===== src/rtl/elevator_ctrl_param.sv =====
`default_nettype none
// =====================================================================
// elevator_ctrl_param : N-floor collective (SCAN) elevator car controller
// Revision: 1.0
// =====================================================================
module elevator_ctrl_param #(
  parameter int FLOORS = 4,
  parameter int DOOR_W = 4,
  parameter int TRAVEL = 2,
  parameter int DWELL  = 3,
  localparam int FW    = $clog2(FLOORS)
) (
  input  logic              CLK,
  input  logic              RST,
  input  logic [FLOORS-1:0] Req,
  output logic [FLOORS-1:0] Pending,
  output logic [FW-1:0]     CurFlr,
  output logic              Dir,
  output logic              MotorEn,
  output logic [DOOR_W-1:0] DoorAnim,
  output logic              flrChg,
  output logic              Idle
);

  localparam int c_PW  = $clog2(DOOR_W + 1);
  localparam int c_TW  = (TRAVEL > 1) ? $clog2(TRAVEL) : 1;
  localparam int c_DWW = (DWELL > 1) ? $clog2(DWELL) : 1;
  localparam logic [c_PW-1:0]  c_DOOR_FULL   = c_PW'(DOOR_W);
  localparam logic [c_TW-1:0]  c_TRAVEL_LAST = c_TW'(TRAVEL - 1);
  localparam logic [c_DWW-1:0] c_DWELL_LD    = c_DWW'(DWELL - 1);

  typedef enum logic [2:0] {
    S_IDLE    = 3'd0,
    S_CLOSING = 3'd1,
    S_MOVING  = 3'd2,
    S_ARRIVED = 3'd3,
    S_OPENING = 3'd4,
    S_OPEN    = 3'd5
  } state_t;

  state_t             r_state;
  logic [FW-1:0]      r_flr;
  logic               r_dir;
  logic [FLOORS-1:0]  r_pend;
  logic [c_PW-1:0]    r_door;
  logic [c_TW-1:0]    r_travel;
  logic [c_DWW-1:0]   r_dwell;
  logic               r_flrchg;

  logic               w_above;
  logic               w_below;
  logic               w_here;
  logic               w_ahead;
  logic               w_behind;
  logic [FLOORS-1:0]  w_clr;

  always_comb begin
    w_above = 1'b0;
    w_below = 1'b0;
    for (int i = 0; i < FLOORS; i++) begin
      if (FW'(i) > r_flr) w_above = w_above | r_pend[i];
      if (FW'(i) < r_flr) w_below = w_below | r_pend[i];
    end
  end

  assign w_here   = r_pend[r_flr];
  assign w_ahead  = r_dir ? w_above : w_below;
  assign w_behind = r_dir ? w_below : w_above;
  // The call at the current floor is served while the door is opening or open.
  assign w_clr    = (r_state == S_OPENING || r_state == S_OPEN) ?
                    (FLOORS'(1) << r_flr) : '0;

  always_ff @(posedge CLK) begin
    if (RST) begin
      r_state  <= S_IDLE;
      r_flr    <= '0;
      r_dir    <= 1'b1;
      r_pend   <= '0;
      r_door   <= '0;
      r_travel <= '0;
      r_dwell  <= '0;
      r_flrchg <= 1'b0;
    end else begin
      r_pend   <= (r_pend | Req) & ~w_clr;
      r_flrchg <= 1'b0;
      case (r_state)
        S_IDLE: begin
          r_door <= '0;
          if (w_here) begin
            r_state <= S_OPEN;
            r_dwell <= c_DWELL_LD;
          end else if (w_above) begin
            r_dir   <= 1'b1;
            r_state <= S_CLOSING;
          end else if (w_below) begin
            r_dir   <= 1'b0;
            r_state <= S_CLOSING;
          end
        end
        S_CLOSING: begin
          if (w_here) begin
            r_state <= S_OPENING;
          end else if (r_door == c_DOOR_FULL) begin
            r_state  <= S_MOVING;
            r_travel <= '0;
          end else begin
            r_door <= r_door + c_PW'(1);
          end
        end
        S_MOVING: begin
          if (r_travel == c_TRAVEL_LAST) begin
            r_flr    <= r_dir ? (r_flr + FW'(1)) : (r_flr - FW'(1));
            r_flrchg <= 1'b1;
            r_state  <= S_ARRIVED;
          end else begin
            r_travel <= r_travel + c_TW'(1);
          end
        end
        S_ARRIVED: begin
          if (w_here) begin
            r_state <= S_OPENING;
          end else if (w_ahead) begin
            r_state  <= S_MOVING;
            r_travel <= '0;
          end else if (w_behind) begin
            r_dir    <= ~r_dir;
            r_state  <= S_MOVING;
            r_travel <= '0;
          end else begin
            r_state <= S_OPENING;
          end
        end
        S_OPENING: begin
          if (r_door == '0) begin
            r_state <= S_OPEN;
            r_dwell <= c_DWELL_LD;
          end else begin
            r_door <= r_door - c_PW'(1);
          end
        end
        S_OPEN: begin
          r_door <= '0;
          if (Req[r_flr]) begin
            r_dwell <= c_DWELL_LD;
          end else if (r_dwell == '0) begin
            if (w_above || w_below) begin
              if (!w_ahead) r_dir <= ~r_dir;
              r_state <= S_CLOSING;
            end else begin
              r_state <= S_IDLE;
            end
          end else begin
            r_dwell <= r_dwell - c_DWW'(1);
          end
        end
        default: begin
          r_state <= S_IDLE;
          r_door  <= '0;
        end
      endcase
    end
  end

  // Thermometer: the top r_door bits are set.
  always_comb begin
    DoorAnim = '0;
    for (int i = 0; i < DOOR_W; i++)
      DoorAnim[i] = (c_PW'(DOOR_W - 1 - i) < r_door);
  end

  assign Pending = r_pend;
  assign CurFlr  = r_flr;
  assign Dir     = r_dir;
  assign MotorEn = (r_state == S_MOVING);
  assign Idle    = (r_state == S_IDLE);
  assign flrChg  = r_flrchg;

endmodule
`default_nettype wire


===== config.mk =====
export PLATFORM = sky130hd
export DESIGN_NAME = elevator_ctrl_param
export DESIGN_NICKNAME = d
export VERILOG_FILES = /design/src/rtl/elevator_ctrl_param.sv
export SDC_FILE = /design/constraint.sdc
export NUM_CORES = 1
export LEC_CHECK = 0
export BUFFER_PORTS_ARGS = -buffer_cell sky130_fd_sc_hd__buf_2
export CORE_MARGIN = 10
export CORE_UTILIZATION = 30
export CTS_CLUSTER_SIZE = 14
export DETAILED_ROUTE_END_ITERATION = 6
export SYNTH_ARGS = -nofsm -noshare
export SYNTH_HDL_FRONTEND = slang
export SYNTH_SLANG_ARGS = --single-unit

===== constraint.sdc =====
create_clock -name CLK -period 2.45 [get_ports CLK]
set_input_delay 0.245 -clock CLK [delete_from_list [all_inputs] [get_ports CLK]]
set_output_delay 0.245 -clock CLK [all_outputs]
set_load 0.05 [all_outputs]

== Word-level counts from Yosys, hierarchy flattened ==
Index checks and enable logic that the tools add are counted.

* Shift-type cells: 1
* Add/subtract/negate cells: 6
* Mux-type cells: 58
* Reduce and logical (&&, ||, !) cells: 16
* Equality and inequality tests: 26
* Divide/modulo/power cells: 0
* Bitwise operators: 12
* Magnitude comparators: 13
* Multiply operators: 0

{| class="wikitable"
|+ Operators with widths
! kind !! number
|-
| $mux 3 || 15
|-
| $mux 1 || 30
|-
| $ne 2x2->1 const B || 10
|-
| $pmux 3 s6 || 1
|-
| $mux 2 || 5
|-
| $ne 2x1->1 const B || 5
|-
| $reduce_and 10->1 || 1
|-
| $eq 3x3->1 const B || 3
|-
| $ne 3x3->1 const B || 3
|-
| $pmux 3 s3 || 1
|-
| $reduce_bool 3->1 || 3
|-
| $reduce_and 4->1 || 2
|-
| $eq 3x2->1 const B || 2
|-
| $logic_not 3->1 || 2
|-
| $lt 1x3->1 const A || 2
|-
| $lt 2x3->1 const A || 2
|-
| $or 1x1->1 || 6
|-
| $pmux 1 s3 || 2
|-
| $pmux 2 s3 || 1
|-
| $reduce_and 6->1 || 1
|-
| $reduce_and 5->1 || 1
|-
| $and 4x4->4 || 1
|-
| $bmux 1 s2 || 2
|-
| $gt 1x2->1 const A || 2
|-
| 21 further kinds || 29
|}

* Latch bits: 0
* Memory bits (writable): 0
* Memories kept: 0
* Memory bits (read-only): 0
* Output and inout port bits: 14
* Register bits: 17
* Logic and storage cells: 140
* Input port bits: 6

== Longest topological paths before layout ==
Gate-level depths: netlist (run 1).

* Depth in word-level cells: 14
* Depth in mapped cells: 8
* Gate-level depth less buffers: 8

== Worst setup path before layout (run 1) ==
Ideal clock, no wire load.

* Path type: reg2reg
* From: reg r_flr[0], in the netlist CurFlr[0]
* To: reg r_travel
* Library setup time: 0.116 ns
* Cell stages (with the launch flop): 9
* Setup slack: -0.137 ns
* Data arrival time: 2.472 ns
* Required time: 2.334 ns
* Period minus slack after synthesis: 2.587 ns
* Path through: dfxtp_1 -> inv_1 -> ha_1 -> nor3b_1 -> a221o_1 -> nor4_1 -> or3_1 -> a2111o_1 -> a31o_1

* Word-level cells in the longest chain between the ends: 12
* Elaborated cells between the ends (all ways): 33

{| class="wikitable"
|+ RTL lines
! element !! RTL line !! source
|-
| start: declaration || 42 || <nowiki>logic [FW-1:0] r_flr;</nowiki>
|-
| start signal: assignment || 112 || <nowiki>r_flr <= r_dir ? (r_flr + FW'(1)) : (r_flr - FW'(1));</nowiki>
|-
| $lt 1x2->1 / $gt 1x2->1 (equally long branches) || 62, 61 ||
|-
| $mux 1 (on tied branches) || 62, 61 ||
|-
| $or 1x1->1 (on tied branches) || 62, 61 ||
|-
| $mux 1 (on tied branches) || 62, 61 ||
|-
| $or 1x1->1 (on tied branches) || 62, 61 ||
|-
| $mux 1 (on tied branches) || 62, 61 ||
|-
| $or 1x1->1 (on tied branches) || 62, 61 ||
|-
| $mux 1 (on tied branches) || 62, 61 ||
|-
| $mux 1 || 67 || <nowiki>assign w_ahead = r_dir ? w_above : w_below;</nowiki>
|-
| $mux 1 || 122 || <nowiki>end else if (w_ahead) begin</nowiki>
|-
| $mux 1 || 120 || <nowiki>if (w_here) begin</nowiki>
|-
| $pmux 1 s3 || 86 || <nowiki>case (r_state)</nowiki>
|-
| end signal: assignment || 116 || <nowiki>r_travel <= r_travel + c_TW'(1);</nowiki>
|-
| end: declaration || 46 || <nowiki>logic [c_TW-1:0] r_travel;</nowiki>
|}

Parallel ways exist; a longest one is shown, timed or not. The select of a mux whose other input is x is not followed.
A chain may end at the register's enable or synchronous reset.

== Final worst setup path (run 1) ==
Same ends and word-level chain as after synthesis.

==> flow_summary_export.csv, run 1 <==
group,metric,value,unit
hold_path,hold_path.startpoint,"Req[3]",
setup_path,worst_path_largest_cell_delay,0.40,ns
synthesis,synth_cells,153,
synthesis,synth-seq-area-share,27.87,%
detailed_routing,vias,1136,
placement,place_inst,220,
clock_network,cts_root_buf,"clkbuf_8",
finish,antenna_cells,0,
finish,fill_cells,428,
run_status,status,"finished, final reports clean",
placement,dpl_cell_area,1391,µm²
grt,grt_max_degree,20,
setup_path,arrival,2.36,ns
detailed_routing,drt-met1-wl,1487,µm
clock_network,cts_tree,"yes",
detailed_routing,wl_met3,112,µm
sta,maxSlewHeadroom,76.15,%
detailed_routing,wl,2938,µm
sta,timing.fmax,453.0,MHz
clock_network,clock_latency,0.26,ns
grt,antenna_found_initial,0,
die,die_x,83.80,µm
finish,area_delta_synth_final,18.34,%
detailed_routing,drt-vias-per-instance,5.071,
detailed_routing,routed.top_layer,"met4",
setup_path,cp-start-kind,"register",
die,die_area,7022,µm²
sta,clock-skew-final,0.006210,ns
detailed_routing,ant_nets,0,
job,cap_violations,0,
placement,dp_hpwl,2272,µm
detailed_routing,wl_per_cell,13.12,µm
pwr,p_per_area,1257,nW/µm²
synthesis,syn_avg_cell_area,7.982,µm²
hold_path,whs_path_depth,3,
grt,grt_usage,8.682,%
sta,setup_viol,0,
setup_path,r2r_cells,8,
setup_path,worst_path_max_delay_cell,"dfxtp_2",
finish,final_nets,191,
grt,gr-total-overflow,0,
clock_network,cts_buffers,3,
finish,final_area,1445,µm²
setup_path,rr_startpoint,"CurFlr[0]$_SDFFE_PP0P_",
sta,maxSlewViolCount,0,
hold_path,min_path_type,"in2reg",
synthesis,syn_area,1221,µm²
synthesis,synth-seq-cells,17,
placement,numPortBuffers,19,
detailed_routing,dr.pass1.iters,4,
synthesis,synth-edff-count,0,
detailed_routing,route.detailed.drc,0,
setup_path,crit_type,"reg2reg",
clock_network,clk_pin_slew,0.08,ns
setup_path,cp_max_fo,8,
detailed_routing,wl_met2,1309,µm
setup_path,crit_chain,"inv_1 > ha_1 > nor3b_1 > a221o_2 > nor4_1 > or3_1 > a2111o_1 > a31o_1",
pwr,leakagePower,0.6346,nW
clock_network,htreeDepth,1,
synthesis,synth-async-reset-ratio,0,%
finish,layout-drive-gt1-share,22.41,%
sta,period_share,90.11,%
pwr,ir_drop,0.3862,mV
synthesis,synth.distinct_cells,45,
finish,layout_common_cells,"19 x inv_1, 19 x buf_2, 18 x nor2_1",
sta,worst_pin_slew,0.3577,ns
placement,routabilityCongestion,0.8077,
die,die_height,83.80,µm
setup_path,startpoint,"CurFlr[0]$_SDFFE_PP0P_",
die,core_area,3971,µm²
synthesis,syn-num-nets,169,
sta,fin_setup_tns,0,ns
die,io_pins,20,
synthesis,ys.flop_type,"dfxtp_1",
sta,layout_min_cycle_time,2.208,ns
die,core.rowCount,23,
setup_path,critical_path_required,2.60,ns
finish,layoutNonFillerInstCount,224,
grt,grt_pass1_wl,5278,µm
sta,hold_viol_final,0,
clock_network,numClockSinks,17,
grt,grt_pass1_vias,1115,
synthesis,yosys_warnings,0,
die,initial_core_util,30.75,%
detailed_routing,drtIter0Drc,83,
setup_path,critPathCaptureType,"register",
clock_network,clk_path_buf_depth,2,
sta,rsz0062_at_grt,"no",
[per-stage QoR]
stage	hold slack [ns]	setup WS, ns	util (%)	total power, mW
after CTS	0.2740	0.1612	36.20	1.827
after detailed placement	0.4669	0.1906	35.03	1.605
after floorplan	0.4170	0.1268	-	1.327
final	0.2701	0.2424	36.39	1.816
after global routing	0.2741	0.08770	36.39	1.975
after global placement	0.4604	0.2519	35.03	1.607
[per-layer routing]
layer	up-vias	track usage [%]
li1	595	-
met1	517	10.88
met2	22	13.73
met3	2	2.051
met4	0	3.653
met5	-	0
[state kept, by name, summed over array words and instances (netlist names)]
name and flops:
r_travel 1, flrChg 1, r_door 3, r_dwell 2, Pending 4, Dir 1
CurFlr 2, r_state 3
[Yosys cell counts, drive strengths merged, types with 2 or more instances]
cell     n  area share, %
dfxtp   17             28
nor2    18            5.5
nor2b    4            2.0
nand2    9            2.8
buf      3            1.3
a211oi   7            4.3
nor3     4            1.6
ha      10             10
a22oi    3            1.8
clkbuf   5            1.5
nor4     4            2.0
mux4     2            4.0
xnor2    2            1.4
a21oi    8            3.3
inv     19            5.8
nand2b   2            1.0
o21ai    5            2.0
or2      2            1.0
o31ai    3            2.3
or3      4            2.5
mux2i    3            2.5
[worst max-delay path, delay by kind of cell, from the launching register on]
| kind | cells | cell delay (ns) |
|---|---|---|
| buf+inv | 1 | 0.11 |
| flops | 1 | 0.40 |
| simple gates | 3 | 0.59 |
| fa+ha+maj | 1 | 0.23 |
| compound gates | 3 | 0.76 |
[power by group]
part | internal, mW | switching (mW)
Combinational | 0.422 | 0.717
Clock | 0.113 | 0.107
Sequential | 0.348 | 0.109
[path summary, 6_finish.rpt]
path                                                end  slack [ns]
worst min register to register  r_dwell[0]$_SDFFE_PP0P_        0.47
worst min-delay path              Pending[3]$_SDFF_PP0_        0.27
worst max-delay path              r_travel$_SDFFE_PP0P_        0.24
worst max register to register    r_travel$_SDFFE_PP0P_        0.24
[layout make-up]
class	instances	area, µm²	area share (%)
Multi-Input combinational cell	109	782.0	54.11
Sequential cell	17	342.8	23.72
Timing Repair Buffer	25	140.1	9.697
Inverter	19	71.32	4.935
Tap cell	50	62.56	4.329
Clock buffer	3	41.29	2.857
Clock inverter	1	5.005	0.3463
[what timing repair did]
| item | 4_1_cts | 5_1_grt |
|---|---|---|
| endpoints found under the setup margin | 0 | 1 |
| resized for setup | 0 | 2 |
| setup buffers | 0 | 0 |
| hold buffers | 0 | 0 |
[cells by family (layout without fill, tap and decap cells)]
family | Yosys count | count (layout) | synth area share, %
AND/OR/NAND/NOR | 51 | 51 | 20.70
AO/OA/AOI/OAI | 41 | 41 | 24.59
buffers and inverters | 27 | 48 | 8.709
flip-flops | 17 | 17 | 27.87
adder cells (fa/ha/maj) | 10 | 10 | 10.25
multiplexers | 5 | 5 | 6.455
XOR/XNOR | 2 | 2 | 1.435
Note: power is estimated with default switching activity, not from simulation.
==> inputs of run 2 (changes only) <==
--- a/config.mk
+++ b/config.mk
@@ -6,8 +6,10 @@
 export NUM_CORES = 1
 export LEC_CHECK = 0
 export BUFFER_PORTS_ARGS = -buffer_cell sky130_fd_sc_hd__buf_2
+export CORE_ASPECT_RATIO = 2
 export CORE_MARGIN = 10
 export CORE_UTILIZATION = 30
+export CTS_CLUSTER_DIAMETER = 80
 export CTS_CLUSTER_SIZE = 14
 export DETAILED_ROUTE_END_ITERATION = 6
 export SYNTH_ARGS = -nofsm -noshare
==> constraint.sdc (replaced) <==
create_clock -name CLK -period 2.45 [get_ports CLK]
set_input_delay 0 -clock CLK [delete_from_list [all_inputs] [get_ports CLK]]
set_output_delay 0 -clock CLK [all_outputs]
set_load 0.05 [all_outputs]
==> run 2 against run 1 <==
Final area increased by 0.52%; first-iteration DRC count down 82%; via count up 5.3%; die area grew 2.2%; sequential share of layout area is 0.12 points lower; global-route usage up 1.1 points; sequential power fell by 0.9%.
==> flow_summary_export.csv, run 2 (synthesis gave the netlist of run 1 again) <==
group,metric,value,unit
detailed_routing,drtIter0Drc,15,
detailed_routing,drt-vias-per-instance,5.269,
sta,period_share,93.10,%
sta,setup_viol,0,
die,die_x,65.12,µm
die,initial_core_util,31.44,%
detailed_routing,vias,1196,
clock_network,cts_setup_buffers,0,
grt,grt_max_degree,20,
run_status,status,"finished, final reports clean",
finish,final_nets,193,
clock_network,clk_pin_slew,0.07,ns
clock_network,clock_latency,0.25,ns
sta,hold_viol_final,0,
detailed_routing,wl_per_cell,15.19,µm
clock_network,clk_path_buf_depth,2,
setup_path,cp-start-kind,"register",
clock_network,cts_root_buf,"clkbuf_8",
sta,layout_min_cycle_time,2.281,ns
sta,maxSlewHeadroom,66.39,%
sta,worst_pin_slew,0.5042,ns
placement,place_inst,223,
setup_path,rrSetupSlack,0.17,ns
placement,routabilityCongestion,0.8307,
detailed_routing,dr.pass1.iters,4,
sta,maxSlewViolCount,0,
finish,area_delta_synth_final,18.95,%
clock_network,htreeDepth,1,
placement,dp_hpwl,2710,µm
pwr,ir_drop,0.5319,mV
grt,gr-total-overflow,0,
setup_path,r2r_end,"r_travel$_SDFFE_PP0P_",
hold_path,min_path_type,"in2reg",
grt,antenna_found_initial,0,
die,die_area,7178,µm²
finish,antenna_cells,0,
detailed_routing,ant_nets,0,
finish,layout_common_cells,"19 x inv_1, 19 x buf_2, 18 x nor2_1",
setup_path,crit_type,"reg2reg",
setup_path,arrival,2.43,ns
finish,layout-drive-gt1-share,21.59,%
pwr,p_per_area,1277,nW/µm²
grt,grt_pass1_wl,5540,µm
sta,rsz0062_at_grt,"no",
detailed_routing,wl,3448,µm
job,cap_violations,0,
finish,layoutNonFillerInstCount,227,
detailed_routing,route.detailed.drc,0,
sta,timing.fmax,438.4,MHz
setup_path,r2r_cells,8,
grt,grt_pass1_vias,1219,
die,core.rowCount,32,
pwr,leakagePower,0.6409,nW
clock_network,cts_tree,"yes",
clock_network,ctsHoldBuffers,0,
setup_path,critPathCaptureType,"register",
hold_path,hold-path-endpoint,"Pending[3]$_SDFF_PP0_",
grt,grt_usage,9.828,%
sta,clock-skew-final,0.001316,ns
clock_network,cts_resized,0,
sta,fin_setup_tns,0,ns
finish,largest_register_ffs,4,
hold_path,hold_path.startpoint,"Req[3]",
clock_network,numClockSinks,17,
die,io_pins,20,
die,core_area,3884,µm²
placement,numPortBuffers,19,
setup_path,critical_path_required,2.60,ns
hold_path,whs_path_depth,3,
clock_network,cts_buffers,3,
setup_path,rr_startpoint,"CurFlr[0]$_SDFFE_PP0P_",
setup_path,cp_max_fo,8,
die,die_height,110.2,µm
[run 2: cell types whose count changed in the layout (fill, tap and decap cells not counted)]
cell | previous run | this run
a221o_1 | 0 | 1
a221o_2 | 1 | 0
buf_4 | 6 | 8
clkbuf_1 | 0 | 1
clkinv_2 | 1 | 0
o221ai_1 | 0 | 1
o221ai_2 | 1 | 0
[run 2: worst max-delay path by stage]
stage	startpoint	to	slack, ns	cells past startpoint
after floorplan	CurFlr[0]$_SDFFE_PP0P_	r_travel$_SDFFE_PP0P_	0.13	8
after global placement	CurFlr[0]$_SDFFE_PP0P_	r_travel$_SDFFE_PP0P_	0.26	8
after detailed placement	CurFlr[0]$_SDFFE_PP0P_	r_travel$_SDFFE_PP0P_	0.18	8
after CTS	CurFlr[0]$_SDFFE_PP0P_	r_travel$_SDFFE_PP0P_	0.18	8
after global routing	CurFlr[0]$_SDFFE_PP0P_	r_travel$_SDFFE_PP0P_	0.01	8
final	CurFlr[0]$_SDFFE_PP0P_	r_travel$_SDFFE_PP0P_	0.17	8
[run 2: stage by stage]
| stage | power, mW | worst slack [ns] | hold WS (ns) | utilization [%] | instance area [µm²] |
|---|---|---|---|---|---|
| after floorplan | 1.327 | 0.1268 | 0.1720 | - | 1224 |
| after global placement | 1.644 | 0.2553 | 0.2967 | 36.24 | 1408 |
| after detailed placement | 1.647 | 0.1822 | 0.3034 | 36.24 | 1408 |
| after CTS | 1.871 | 0.1763 | 0.02856 | 37.40 | 1453 |
| after global routing | 2.007 | 0.01251 | 0.05322 | 37.40 | 1453 |
| final | 1.855 | 0.1691 | 0.03414 | 37.40 | 1453 |
[run 2: worst max-delay path, cell delays in order (launching register included)]
cell	delay [ns]
dfxtp_2	0.40
inv_1	0.12
ha_1	0.23
nor3b_1	0.19
a221o_1	0.29
nor4_1	0.08
or3_1	0.33
a2111o_1	0.33
a31o_1	0.22
[run 2: power breakdown]
group          internal, mW  switching (mW)  leakage (nW)  total [mW]
Sequential            0.349           0.104         0.141       0.453
Clock                 0.116           0.100        0.0228       0.216
Combinational         0.433           0.753         0.477        1.19
[run 2: area by class of cell]
| class | instances | area (µm²) |
|---|---|---|
| fill | 413 | 2431 |
| sequential | 17 | 342.8 |
| inverter | 19 | 71.32 |
| clock buffer | 4 | 45.04 |
| tap | 51 | 63.81 |
| multi-input combinational | 109 | 774.5 |
| timing repair buffer | 27 | 155.1 |
[run 2: metal layers]
metal | global-route usage, % | routed length, µm | vias to the layer above
met5 | 0 | 0 | -
met4 | 6.615 | 131 | 0
met3 | 1.011 | 84 | 12
met2 | 20.40 | 2015 | 27
met1 | 8.202 | 1216 | 567
li1 | - | - | 590
